==> config.mk <==
export PLATFORM = sky130hd
export DESIGN_NAME = spi_capture_avalon_logger
export DESIGN_NICKNAME = d
export VERILOG_FILES = /design/src/rtl/spi_capture_avalon_logger.sv
export SDC_FILE = /design/constraint.sdc
export NUM_CORES = 1
export LEC_CHECK = 0
export BUFFER_PORTS_ARGS = -buffer_cell sky130_fd_sc_hd__buf_2
export CAP_MARGIN = 20
export CORE_ASPECT_RATIO = 1.1
export CORE_MARGIN = 5
export CORE_UTILIZATION = 40
export CTS_CLUSTER_SIZE = 20
export DETAILED_ROUTE_END_ITERATION = 10
export PLACE_DENSITY = 0.7
export SLEW_MARGIN = 10
export SYNTH_ARGS = -nofsm -noshare
export SYNTH_HDL_FRONTEND = slang
export SYNTH_SLANG_ARGS = --single-unit
==> constraint.sdc <==
create_clock -name clock -period 3.55 [get_ports clock]
set_input_delay 0.355 -clock clock [delete_from_list [all_inputs] [get_ports clock]]
set_output_delay 0.355 -clock clock [all_outputs]
set_load 0.005 [all_outputs]
==> src/rtl/spi_capture_avalon_logger.sv <==
// SPI byte capture logger: synchronised SPI strobes feed a circular FIFO drained over Avalon-MM.
// Optional timestamp counter built when SPI_LOG_TIMESTAMP_EN is defined.
module spi_capture_avalon_logger #(
  parameter int DATA_W = 8,
  parameter int DEPTH  = 64,
  parameter int ADDR_W = 7,
  parameter int TS_W   = 32
) (
  input  logic              clock,
  input  logic              reset,
  input  logic [DATA_W-1:0] io_InputBuffer,
  input  logic              io_BufferChanged,
  input  logic              io_ChipSelect,
  input  logic [ADDR_W-1:0] io_Avalon_address,
  input  logic              io_Avalon_read,
  input  logic              io_Avalon_write,
  input  logic [63:0]       io_Avalon_writedata,
  output logic [63:0]       io_Avalon_readdata,
  output logic              io_Avalon_readdatavalid
);
  localparam int PTR_W = (DEPTH > 1) ? $clog2(DEPTH) : 1;
  localparam int CNT_W = PTR_W + 1;
  localparam int IDX_W = ADDR_W - 1;
  localparam int MEM_W = 1 + TS_W + DATA_W;

  typedef enum logic [1:0] {ST_DISABLED, ST_WAIT_FRAME, ST_IN_FRAME} state_t;

  state_t            state_q, state_d;
  logic [1:0]        chg_sync_q, chg_sync_d;
  logic [1:0]        cs_sync_q, cs_sync_d;
  logic              chg_prev_q, chg_prev_d;
  logic              enable_q, enable_d;
  logic              ovf_q, ovf_d;
  logic [PTR_W-1:0]  wr_ptr_q, wr_ptr_d;
  logic [PTR_W-1:0]  rd_ptr_q, rd_ptr_d;
  logic [CNT_W-1:0]  count_q, count_d;
  logic [63:0]       rdata_q, rdata_d;
  logic              rvalid_q, rvalid_d;
  logic [TS_W-1:0]   ts_now;
  logic [MEM_W-1:0]  mem_q [DEPTH];

  logic              push, pop, clear, full, frame_flag, capture_evt, push_req;
  logic [IDX_W-1:0]  peek_idx;
  logic [PTR_W-1:0]  mem_idx;
  logic [MEM_W-1:0]  mem_rd;
  logic              unused_wdata;

  assign unused_wdata = ^io_Avalon_writedata[63:2];

`ifdef SPI_LOG_TIMESTAMP_EN
  logic [TS_W-1:0] ts_q, ts_d;
  always_comb ts_d = ts_q + TS_W'(1);
  always_ff @(posedge clock or posedge reset) begin
    if (reset) ts_q <= '0;
    else       ts_q <= ts_d;
  end
  assign ts_now = ts_q;
`else
  assign ts_now = '0;
`endif

  function automatic logic [63:0] fmt_entry(input logic [MEM_W-1:0] e);
    logic [63:0] r;
    r             = '0;
    r[63]         = 1'b1;
    r[62]         = e[MEM_W-1];
    r[16 +: TS_W] = e[DATA_W +: TS_W];
    r[0 +: DATA_W] = e[0 +: DATA_W];
    return r;
  endfunction

  // Pop and peek share one storage read port, selected by the address region.
  assign peek_idx = io_Avalon_address[IDX_W-1:0];
  assign mem_idx  = io_Avalon_address[ADDR_W-1] ? (rd_ptr_q + peek_idx[PTR_W-1:0]) : rd_ptr_q;
  assign mem_rd   = mem_q[mem_idx];

  always_comb begin
    chg_sync_d  = {chg_sync_q[0], io_BufferChanged};
    cs_sync_d   = {cs_sync_q[0], io_ChipSelect};
    chg_prev_d  = chg_sync_q[1];
    capture_evt = chg_sync_q[1] & ~chg_prev_q;

    clear    = io_Avalon_write && (io_Avalon_address == ADDR_W'(1)) && io_Avalon_writedata[1];
    enable_d = (io_Avalon_write && (io_Avalon_address == ADDR_W'(1))) ? io_Avalon_writedata[0] : enable_q;

    full       = (count_q == CNT_W'(DEPTH));
    pop        = io_Avalon_read && (io_Avalon_address == ADDR_W'(2)) && (count_q != '0);
    push_req   = capture_evt && (state_q != ST_DISABLED);
    push       = push_req && !clear && (!full || pop);
    frame_flag = (state_q == ST_WAIT_FRAME) && !cs_sync_q[1];

    case (state_q)
      ST_DISABLED:   state_d = ST_WAIT_FRAME;
      ST_WAIT_FRAME: state_d = (push_req && !cs_sync_q[1]) ? ST_IN_FRAME : ST_WAIT_FRAME;
      ST_IN_FRAME:   state_d = cs_sync_q[1] ? ST_WAIT_FRAME : ST_IN_FRAME;
      default:       state_d = ST_DISABLED;
    endcase
    if (!enable_d) state_d = ST_DISABLED;

    wr_ptr_d = wr_ptr_q;
    rd_ptr_d = rd_ptr_q;
    count_d  = count_q;
    ovf_d    = ovf_q;
    if (clear) begin
      wr_ptr_d = '0;
      rd_ptr_d = '0;
      count_d  = '0;
      ovf_d    = 1'b0;
    end else begin
      if (push) wr_ptr_d = wr_ptr_q + PTR_W'(1);
      if (pop)  rd_ptr_d = rd_ptr_q + PTR_W'(1);
      count_d = count_q + CNT_W'(push) - CNT_W'(pop);
      if (push_req && full && !pop) ovf_d = 1'b1;
    end

    // Read data is built from pre-write state and registered for a fixed one-cycle latency.
    rvalid_d = io_Avalon_read;
    rdata_d  = '0;
    if (io_Avalon_read) begin
      if (io_Avalon_address[ADDR_W-1]) begin
        if (32'(peek_idx) < 32'(count_q)) rdata_d = fmt_entry(mem_rd);
      end else if (io_Avalon_address == ADDR_W'(0)) begin
        rdata_d[CNT_W-1:0] = count_q;
        rdata_d[16]        = ovf_q;
        rdata_d[17]        = (count_q == '0);
        rdata_d[18]        = full;
      end else if (io_Avalon_address == ADDR_W'(1)) begin
        rdata_d[0] = enable_q;
      end else if (io_Avalon_address == ADDR_W'(2)) begin
        if (count_q != '0) rdata_d = fmt_entry(mem_rd);
      end else if (io_Avalon_address == ADDR_W'(3)) begin
        rdata_d[TS_W-1:0] = ts_now;
      end
    end
  end

  always_ff @(posedge clock) begin
    if (push) mem_q[wr_ptr_q] <= {frame_flag, ts_now, io_InputBuffer};
  end

  always_ff @(posedge clock or posedge reset) begin
    if (reset) begin
      state_q    <= ST_DISABLED;
      chg_sync_q <= 2'b00;
      cs_sync_q  <= 2'b11;
      chg_prev_q <= 1'b0;
      enable_q   <= 1'b0;
      ovf_q      <= 1'b0;
      wr_ptr_q   <= '0;
      rd_ptr_q   <= '0;
      count_q    <= '0;
      rdata_q    <= '0;
      rvalid_q   <= 1'b0;
    end else begin
      state_q    <= state_d;
      chg_sync_q <= chg_sync_d;
      cs_sync_q  <= cs_sync_d;
      chg_prev_q <= chg_prev_d;
      enable_q   <= enable_d;
      ovf_q      <= ovf_d;
      wr_ptr_q   <= wr_ptr_d;
      rd_ptr_q   <= rd_ptr_d;
      count_q    <= count_d;
      rdata_q    <= rdata_d;
      rvalid_q   <= rvalid_d;
    end
  end

  assign io_Avalon_readdata      = rdata_q;
  assign io_Avalon_readdatavalid = rvalid_q;
endmodule

==> summary.md, run 1 <==
| Metric | Value |
|---|---|
| Status | `finished clean` |
| N_diodes | `0` |
| Post-synth top area share | `66.7%` |
| Vias | `14.6k` |
| FF/Latch Area | `18400 um2` |
| Power Density | `574 nW/um2` |
| Post-synthesis share of cell area spent on full adders, half adders and majority gates | `1.12%` |
| Vias per cell | `5.33` |
| Synthesized cell area | `25900 um2` |
| CTS tree | `done` |
| EDFF count, synth | `576` |
| Max cap viols | `0` |
| Placeable Area | `64600 um2` |
| CP endpoint kind | `flip-flop` |
| Worst clock skew | `22.8 ps` |
| I/O pin count | `150` |
| CTS Sinks | `618` |
| Drt wl/cell | `21.1 um` |
| Avg Inst Size Synth | `15.5 um2` |
| Slew at the pin closest to its max-slew limit | `956 ps` |
| Share of layout cells above drive strength 1 | `18.8%` |
| Critical Path AT | `4020 ps` |
| Overflow after GRT | `0` |
| # H-tree levels | `2` |
| Simple-gate portion of the synthesized area | `8.56%` |
| Tcrit/Tclk final | `98.0%` |
| Library cells used by synthesis | `61` |
| Starting density of the core | `40.1%` |
| Drt pass-1 iters | `5` |
| GRT met1 Usage | `20.9%` |
| First-pass GRT wire length | `88700 um` |
| ANT nets after route | `0` |
| Final WL | `57900 um` |
| Maximum VDD drop | `0.537 mV` |
| Fmax | `287 MHz` |
| GRT Total Usage | `16.3%` |
| Setup slack, reg-to-reg | `130 ps` |
| Post-route minimum period | `3480 ps` |
| Vias in the first global route | `14.9k` |
| Clock transition at path regs | `60 ps` |
| Worst hold margin | `168 ps` |
| RSZ-0062 raised after global routing | `no` |
| Fillers | `5426` |
| Initial antenna violation count | `0` |
| M3 GR Usage | `2.78%` |
| Chip height | `277 um` |
| Largest area contributor in the netlist | `edfxtp_1` |
| Yosys synthesis warning count | `0` |
| Worst r2r dst | `io_Avalon_readdata[5]` |
| Final Slew Violations | `0` |
| Synth Instances | `1672` |
| Commonest cells in the netlist | `edfxtp_1 (576), nand2_1 (228), mux2i_1 (191)` |
| Busiest grt layer | `met2` |
| FFs w/ async S/R, synth | `6.80%` |
| Startpoint types | `input port` |
| Top-count cell post-synth | `edfxtp_1` |
| GR Util met2 | `28.3%` |
| Detailed placement HPWL | `36700 um` |
| PortBufs | `36` |
| Synth top area cells | `edfxtp_1 (67%), mux2i_1 (7.4%), mux4_2 (4.2%)` |
| Final Hold Viols | `0` |
| CP Data Required Time | `4090 ps` |
| Die Width | `253 um` |
| Worst skew pair latency | `610 ps` |
| Synth Flop Type | `edfxtp_1` |
| CP Max Fanout | `36` |
| Sequential-to-total area share from yosys stat | `70.8%` |
| Layout Nets | `1961` |
| Area occupied by multi-input gates | `6900 um2` |
| P&R area growth vs syn | `15.4%` |
| Post-synthesis compound-gate area fraction | `3.70%` |
| Residual DRC | `0` |
| Setup_tns | `0 ps` |
| Max-slew headroom | `36.3%` |
| FF-to-FF Start | `rd_ptr_q[1]` |
| Xor/xnor share of the synthesized area | `0.439%` |
| Mux share of post-synthesis cell area | `11.8%` |
| Critical path class | `in2reg` |
| FF+latch count, synth | `618` |
| Largest net degree at the start of global routing | `65` |
| Die area | `70000 um2` |
| Number of setup violations in the final report | `0` |
| DRT iter0 DRCs | `1171` |
| Clock tree buffer depth | `3` |
| Pleak | `0.0109 uW` |
| Rows | `98` |
| Critical Path Start | `io_Avalon_address[0]` |
| FF-to-FF path depth | `11` |
| GPL Wtd Cong | `0.854` |
| Largest family of logic cells by synthesized area | `multiplexers` |
| Setup crit end | `io_Avalon_readdata[5]` |
| Clock root cell | `clkbuf_16` |
| CTS Buf Count | `58` |
| Hold Crit Class | `in2reg` |
## stage by stage
stage          power (uW)  utilization (%)  instances  instance area, um2  setup WS [ps]
2_1_floorplan       10300                -       1722               26100            282
3_3_place_gp        11400             43.3       2631               28000           42.7
3_5_place_dp        11400             43.3       2631               28000           35.1
4_1_cts             17300             46.1       2740               29800            125
5_1_grt             17900             46.3       2747               29900           12.5
6_report            17200             46.3       2747               29900           70.8
## flip-flops by register name, summed over array words and instances, names as in the netlist, 2 cells and up
name / count
mem_q: 576
count_q: 7
io_Avalon_readdata: 13
cs_sync_q: 2
chg_sync_q: 2
state_q: 2
rd_ptr_q: 6
wr_ptr_q: 6
## kinds of logic after synthesis
logic type,after synthesis
XOR/XNOR,13
AND/OR/NAND/NOR,492
other,1
adder cells (fa/ha/maj),22
buffers and inverters,158
AO/OA/AOI/OAI,124
flip-flops,618
multiplexers,244
## area by class of cell
class | count | area share [%]
Clock buffer | 77 | 5.29
Clock inverter | 26 | 0.698
Inverter | 19 | 0.238
Multi-Input combinational cell | 946 | 23.0
Sequential cell | 618 | 61.3
Tap cell | 850 | 3.55
Timing Repair Buffer | 211 | 5.84
## power by group
group | internal (uW) | leakage, uW | switching, uW
Combinational | 1400 | 0.00432 | 1790
Sequential | 8040 | 0.00574 | 69.9
Clock | 3330 | 0.000882 | 2540
## cells in the final DEF (no fill, tap or decap), drive strengths merged, types with 7 or more instances in the layout
cell type / n
and4: 7
mux2i: 191
clkbuf: 77
clkinv: 21
and3: 34
a211oi: 13
inv: 19
dfrtp: 40
nand3: 85
nor2b: 11
o311a: 7
nand2: 228
edfxtp: 576
ha: 20
a22o: 9
mux4: 48
nor2: 87
conb: 51
o21ai: 9
a311o: 12
xor2: 7
a21oi: 22
nor3: 9
a31oi: 11
buf: 205
## what timing repair did
action	4_1_cts	5_1_grt
hold buffers	6	0
resized for setup	0	3
endpoints found under the setup margin	0	10
endpoints found under the hold margin	45	0
buffers inserted	0	3
## worst max-delay path: stages
cell	delay (ps)
dlygate4sd3_1	530
buf_2	160
ha_1	230
inv_1	70
fa_1	470
a21oi_4	240
buf_12	260
buf_4	280
nand2_1	80
and3_1	170
o311a_1	320
a211oi_1	470
buf_4	220
a221o_1	130
## routing by layer
metal  vias to the layer above  wire, um
li1                       6610         -
met1                      7420     23200
met2                       493     29100
met3                       111      3720
met4                         0      1870
met5                         -         0
## how the worst min path moves through the flow
stage	start	endpoint	slack [ps]	cells past startpoint
2_1_floorplan	chg_sync_q[0]	chg_sync_q[1]	330	0
3_3_place_gp	chg_sync_q[0]	chg_sync_q[1]	340	0
3_5_place_dp	chg_sync_q[0]	chg_sync_q[1]	340	0
4_1_cts	io_Avalon_address[1]	io_Avalon_readdata[18]	130	4
5_1_grt	io_InputBuffer[3]	mem_q[22][3]	140	1
6_report	io_InputBuffer[3]	mem_q[7][3]	170	1
No activity file was read; power rests on OpenSTA's default activity.
==> run 2, diff against run 1 <==
- ABC_AREA: default -> 1
- ABC_CLOCK_PERIOD_IN_PS: default -> 3550
==> summary.md, run 2 <==
| Metric | Value |
|---|---|
| Status | `finished clean (unchanged)` |
| Synthesized cell area | `26500 um2 (was 25900 um2)` |
| Number of setup violations in the final report | `0 (unchanged)` |
| Drt pass-1 iters | `5 (unchanged)` |
| CP Data Required Time | `4060 ps (was 4090 ps)` |
| Share of layout cells above drive strength 1 | `11.3% (was 18.8%)` |
| Synth Flop Type | `edfxtp_1 (unchanged)` |
| FF/Latch Area | `18400 um2 (unchanged)` |
| Tcrit/Tclk final | `95.7% (was 98.0%)` |
| Int Power | `13000 uW (was 12800 uW)` |
| Vias per cell | `5.39 (was 5.33)` |
| Max reg flops | `576 (unchanged)` |
| Net Sw Power | `5570 uW (was 4400 uW)` |
| Slowest stage cell, crit path | `fa_1 (was dlygate4sd3_1)` |
| Commonest non-fill, non-tap cell in the layout | `nand2_1 (was edfxtp_1)` |
| Commonest cells in the netlist | `nand2_1 (698), edfxtp_1 (576), nand3_1 (495) (was edfxtp_1 (576), nand2_1 (228), mux2i_1 (191))` |
| Hold Crit Class | `in2reg (unchanged)` |
| Overall Power | `18600 uW (was 17200 uW)` |
| DRT iter0 DRCs | `1873 (was 1171)` |
| Pleak | `0.0112 uW (was 0.0109 uW)` |
| Power Density | `615 nW/um2 (was 574 nW/um2)` |
| Residual DRC | `0 (unchanged)` |
| Maximum VDD drop | `0.381 mV (was 0.537 mV)` |
| Synth Instances | `2352 (was 1672)` |
| Final Hold Viols | `0 (unchanged)` |
| Avg Inst Size Synth | `11.3 um2 (was 15.5 um2)` |
| Vias | `18.2k (was 14.6k)` |
| Die area | `71400 um2 (was 70000 um2)` |
| FF+latch count, synth | `618 (unchanged)` |
| Drt wl/cell | `19.6 um (was 21.1 um)` |
| Largest net degree at the start of global routing | `73 (was 65)` |
| Max-slew headroom | `28.5% (was 36.3%)` |
| CTS tree | `done (unchanged)` |
| Vias in the first global route | `17.5k (was 14.9k)` |
| Yosys synthesis warning count | `0 (unchanged)` |
| CP endpoint kind | `flip-flop (unchanged)` |
| Slew at the pin closest to its max-slew limit | `1070 ps (was 956 ps)` |
| Combinational fraction of design power | `21.8% (was 18.6%)` |
| Clock root cell | `clkbuf_16 (unchanged)` |
| Post-synth top area share | `65.3% (was 66.7%)` |
| Commonest non-fill, non-tap cells in the layout | `nand2_1 (696), edfxtp_1 (576), nand3_1 (495), buf_4 (108), nor2_1 (93) (was edfxtp_1 (576), nand2_1 (228), mux2i_1 (190), buf_4 (150), nor2_1 (87))` |
| Chip height | `280 um (was 277 um)` |
| Top-count cell post-synth | `nand2_1 (was edfxtp_1)` |
| Sequential-to-total area share from yosys stat | `69.3% (was 70.8%)` |
| Fillers | `5780 (was 5426)` |
| GRT Total Usage | `18.0% (was 16.3%)` |
| Startpoint types | `flip-flop (was input port)` |
| GPL Wtd Cong | `0.890 (was 0.854)` |
| FFs w/ async S/R, synth | `6.80% (unchanged)` |
| ANT nets after route | `0 (unchanged)` |
| Slowest Stage Delay on Critical Path | `500 ps (was 530 ps)` |
| Library cells used by synthesis | `44 (was 61)` |
| N_diodes | `0 (unchanged)` |
| Critical path class | `reg2reg (was in2reg)` |
| EDFF count, synth | `576 (unchanged)` |
| Clock tree buffer depth | `3 (unchanged)` |
| Worst path most repeated cell | `nand3_1 (was buf_4)` |
| Post-route minimum period | `3400 ps (was 3480 ps)` |
| Clock transition at path regs | `60 ps (about the same)` |
| Clk pwr share | `34.2% (about the same)` |
| Largest register by flop count | `mem_q (unchanged)` |
| Worst clock skew | `19.2 ps (was 22.8 ps)` |
| P&R area growth vs syn | `14.1% (was 15.4%)` |
| Reg power frac | `44.0% (was 47.2%)` |
| Starting density of the core | `40.1% (about the same)` |
| Fmax | `294 MHz (was 287 MHz)` |
| CTS Buf Count | `59 (was 58)` |
| I/O pin count | `150 (unchanged)` |
| Area occupied by multi-input gates | `7010 um2 (was 6900 um2)` |
| CTS Sinks | `618 (unchanged)` |
| Worst skew pair latency | `620 ps (was 610 ps)` |
| Layout Nets | `2566 (was 1961)` |
| Critical Path AT | `3900 ps (was 4020 ps)` |
| Setup_tns | `0 ps (unchanged)` |
| CP Max Fanout | `72 (was 36)` |
| First-pass GRT wire length | `100000 um (was 88700 um)` |
| Detailed placement HPWL | `39600 um (was 36700 um)` |
| Final WL | `66100 um (was 57900 um)` |
| Rows | `99 (was 98)` |
| Initial antenna violation count | `1 (was 0)` |
| Net Sw Frac | `30.0% (was 25.6%)` |
| PortBufs | `36 (unchanged)` |
| Critical Path, Cell by Cell | `ha_1, inv_1, fa_1, o21ai_4, buf_12, nand3_1, nand3_1, nand2_1, o21ai_0, nand2_1, nand3_1, o21ai_1, a21oi_1, nor2_1 (was dlygate4sd3_1, buf_2, ha_1, inv_1, fa_1, a21oi_4, buf_12, buf_4, nand2_1, and3_1, o311a_1, a211oi_1, buf_4, a221o_1)` |
| Placeable Area | `66000 um2 (was 64600 um2)` |
| RSZ-0062 raised after global routing | `no (unchanged)` |
| Largest area contributor in the netlist | `edfxtp_1 (unchanged)` |
| Overflow after GRT | `0 (unchanged)` |
| Die Width | `255 um (was 253 um)` |
| Final Slew Violations | `0 (unchanged)` |
| Max cap viols | `0 (unchanged)` |
| Synth top area cells | `edfxtp_1 (65%), nand2_1 (9.9%), nand3_1 (9.4%) (was edfxtp_1 (67%), mux2i_1 (7.4%), mux4_2 (4.2%))` |
| # H-tree levels | `2 (unchanged)` |
-- run 2: cell types whose count changed after synthesis, moves of 26 or more --
cell	before	now
nand2_1	228	698
nand3_1	85	495
mux2i_1	191	0
inv_1	19	79
mux4_2	48	0
and3_1	34	0
a21oi_1	21	52
buf_2	41	67
-- run 2: cell families (layout without fill, tap and decap cells) --
group,after synthesis,after routing,share of synthesized area [%]
XOR/XNOR,4,4,0.132
other,1,51,0.0142
flip-flops,618,618,69.3
AO/OA/AOI/OAI,126,126,2.61
AND/OR/NAND/NOR,1323,1323,21.6
adder cells (fa/ha/maj),22,22,1.10
buffers and inverters,258,363,5.18
-- run 2: path summary, 6_finish.rpt --
path                                      start                     to  slack [ps]  cells past startpoint
worst max register to register      rd_ptr_q[0]  io_Avalon_readdata[6]         150                     14
worst min-delay path            io_Avalon_write               enable_q         120                      4
worst max-delay path                rd_ptr_q[0]  io_Avalon_readdata[6]         150                     14
worst min register to register     cs_sync_q[0]           cs_sync_q[1]         360                      0
max in group asynchronous                 reset            wr_ptr_q[1]        2740                      4
min in group asynchronous                 reset             count_q[6]         420                      4
-- run 2: worst max-delay path, delay by kind of cell, from the launching register on --
| kind | cells | cell delay [ps] |
|---|---|---|
| AO/OA/AOI/OAI | 4 | 930 |
| adder cells (fa/ha/maj) | 2 | 740 |
| buffers and inverters | 2 | 390 |
| flip-flops | 1 | 450 |
| AND/OR/NAND/NOR | 6 | 670 |
-- run 2: through the flow --
stage          util [%]  instance area (um2)  setup slack (ps)  instances  hold slack [ps]
2_1_floorplan         -                26700               606       2402              331
3_3_place_gp       42.5                28000               165       3243              343
3_5_place_dp       42.5                28000               112       3243              343
4_1_cts            45.5                30100               109       3357              103
5_1_grt            45.7                30200              80.1       3365              149
6_report           45.7                30200               152       3365              116
-- run 2: final cells by class --
cell class	count	share of cell area, %
well taps	858	3.55
flip-flops and latches	618	60.8
repair buffers	171	4.96
multi-input cells	1526	23.2
clock inverters	37	1.33
clock buffers	72	5.15
inverters	83	1.05
-- run 2: per-layer routing --
layer  global-route usage, %  up-vias  part of all wire, %
met2                    29.9      923                   48
met5                       0        -                    0
met3                    3.32      160                  9.1
met1                    23.9     8742                   39
li1                        -     8326                    -
met4                    6.31        0                  3.6
-- run 2: repair_timing --
item                                    4_1_cts  5_1_grt
buffers inserted                              0        6
endpoints found under the setup margin        0        7
hold buffers                                  5        0
hold endpoints to repair                     44        0
gates resized for setup                       0        1
-- run 2: power by group through the flow --
stage / registers, uW / logic, uW / clock network [uW]
after detailed placement: 8320 / 3900 / 0
after floorplan: 8290 / 2610 / 0
after CTS: 8170 / 3940 / 6440
after global routing: 8190 / 4400 / 6750
after global placement: 8320 / 3800 / 0
final: 8180 / 4050 / 6360
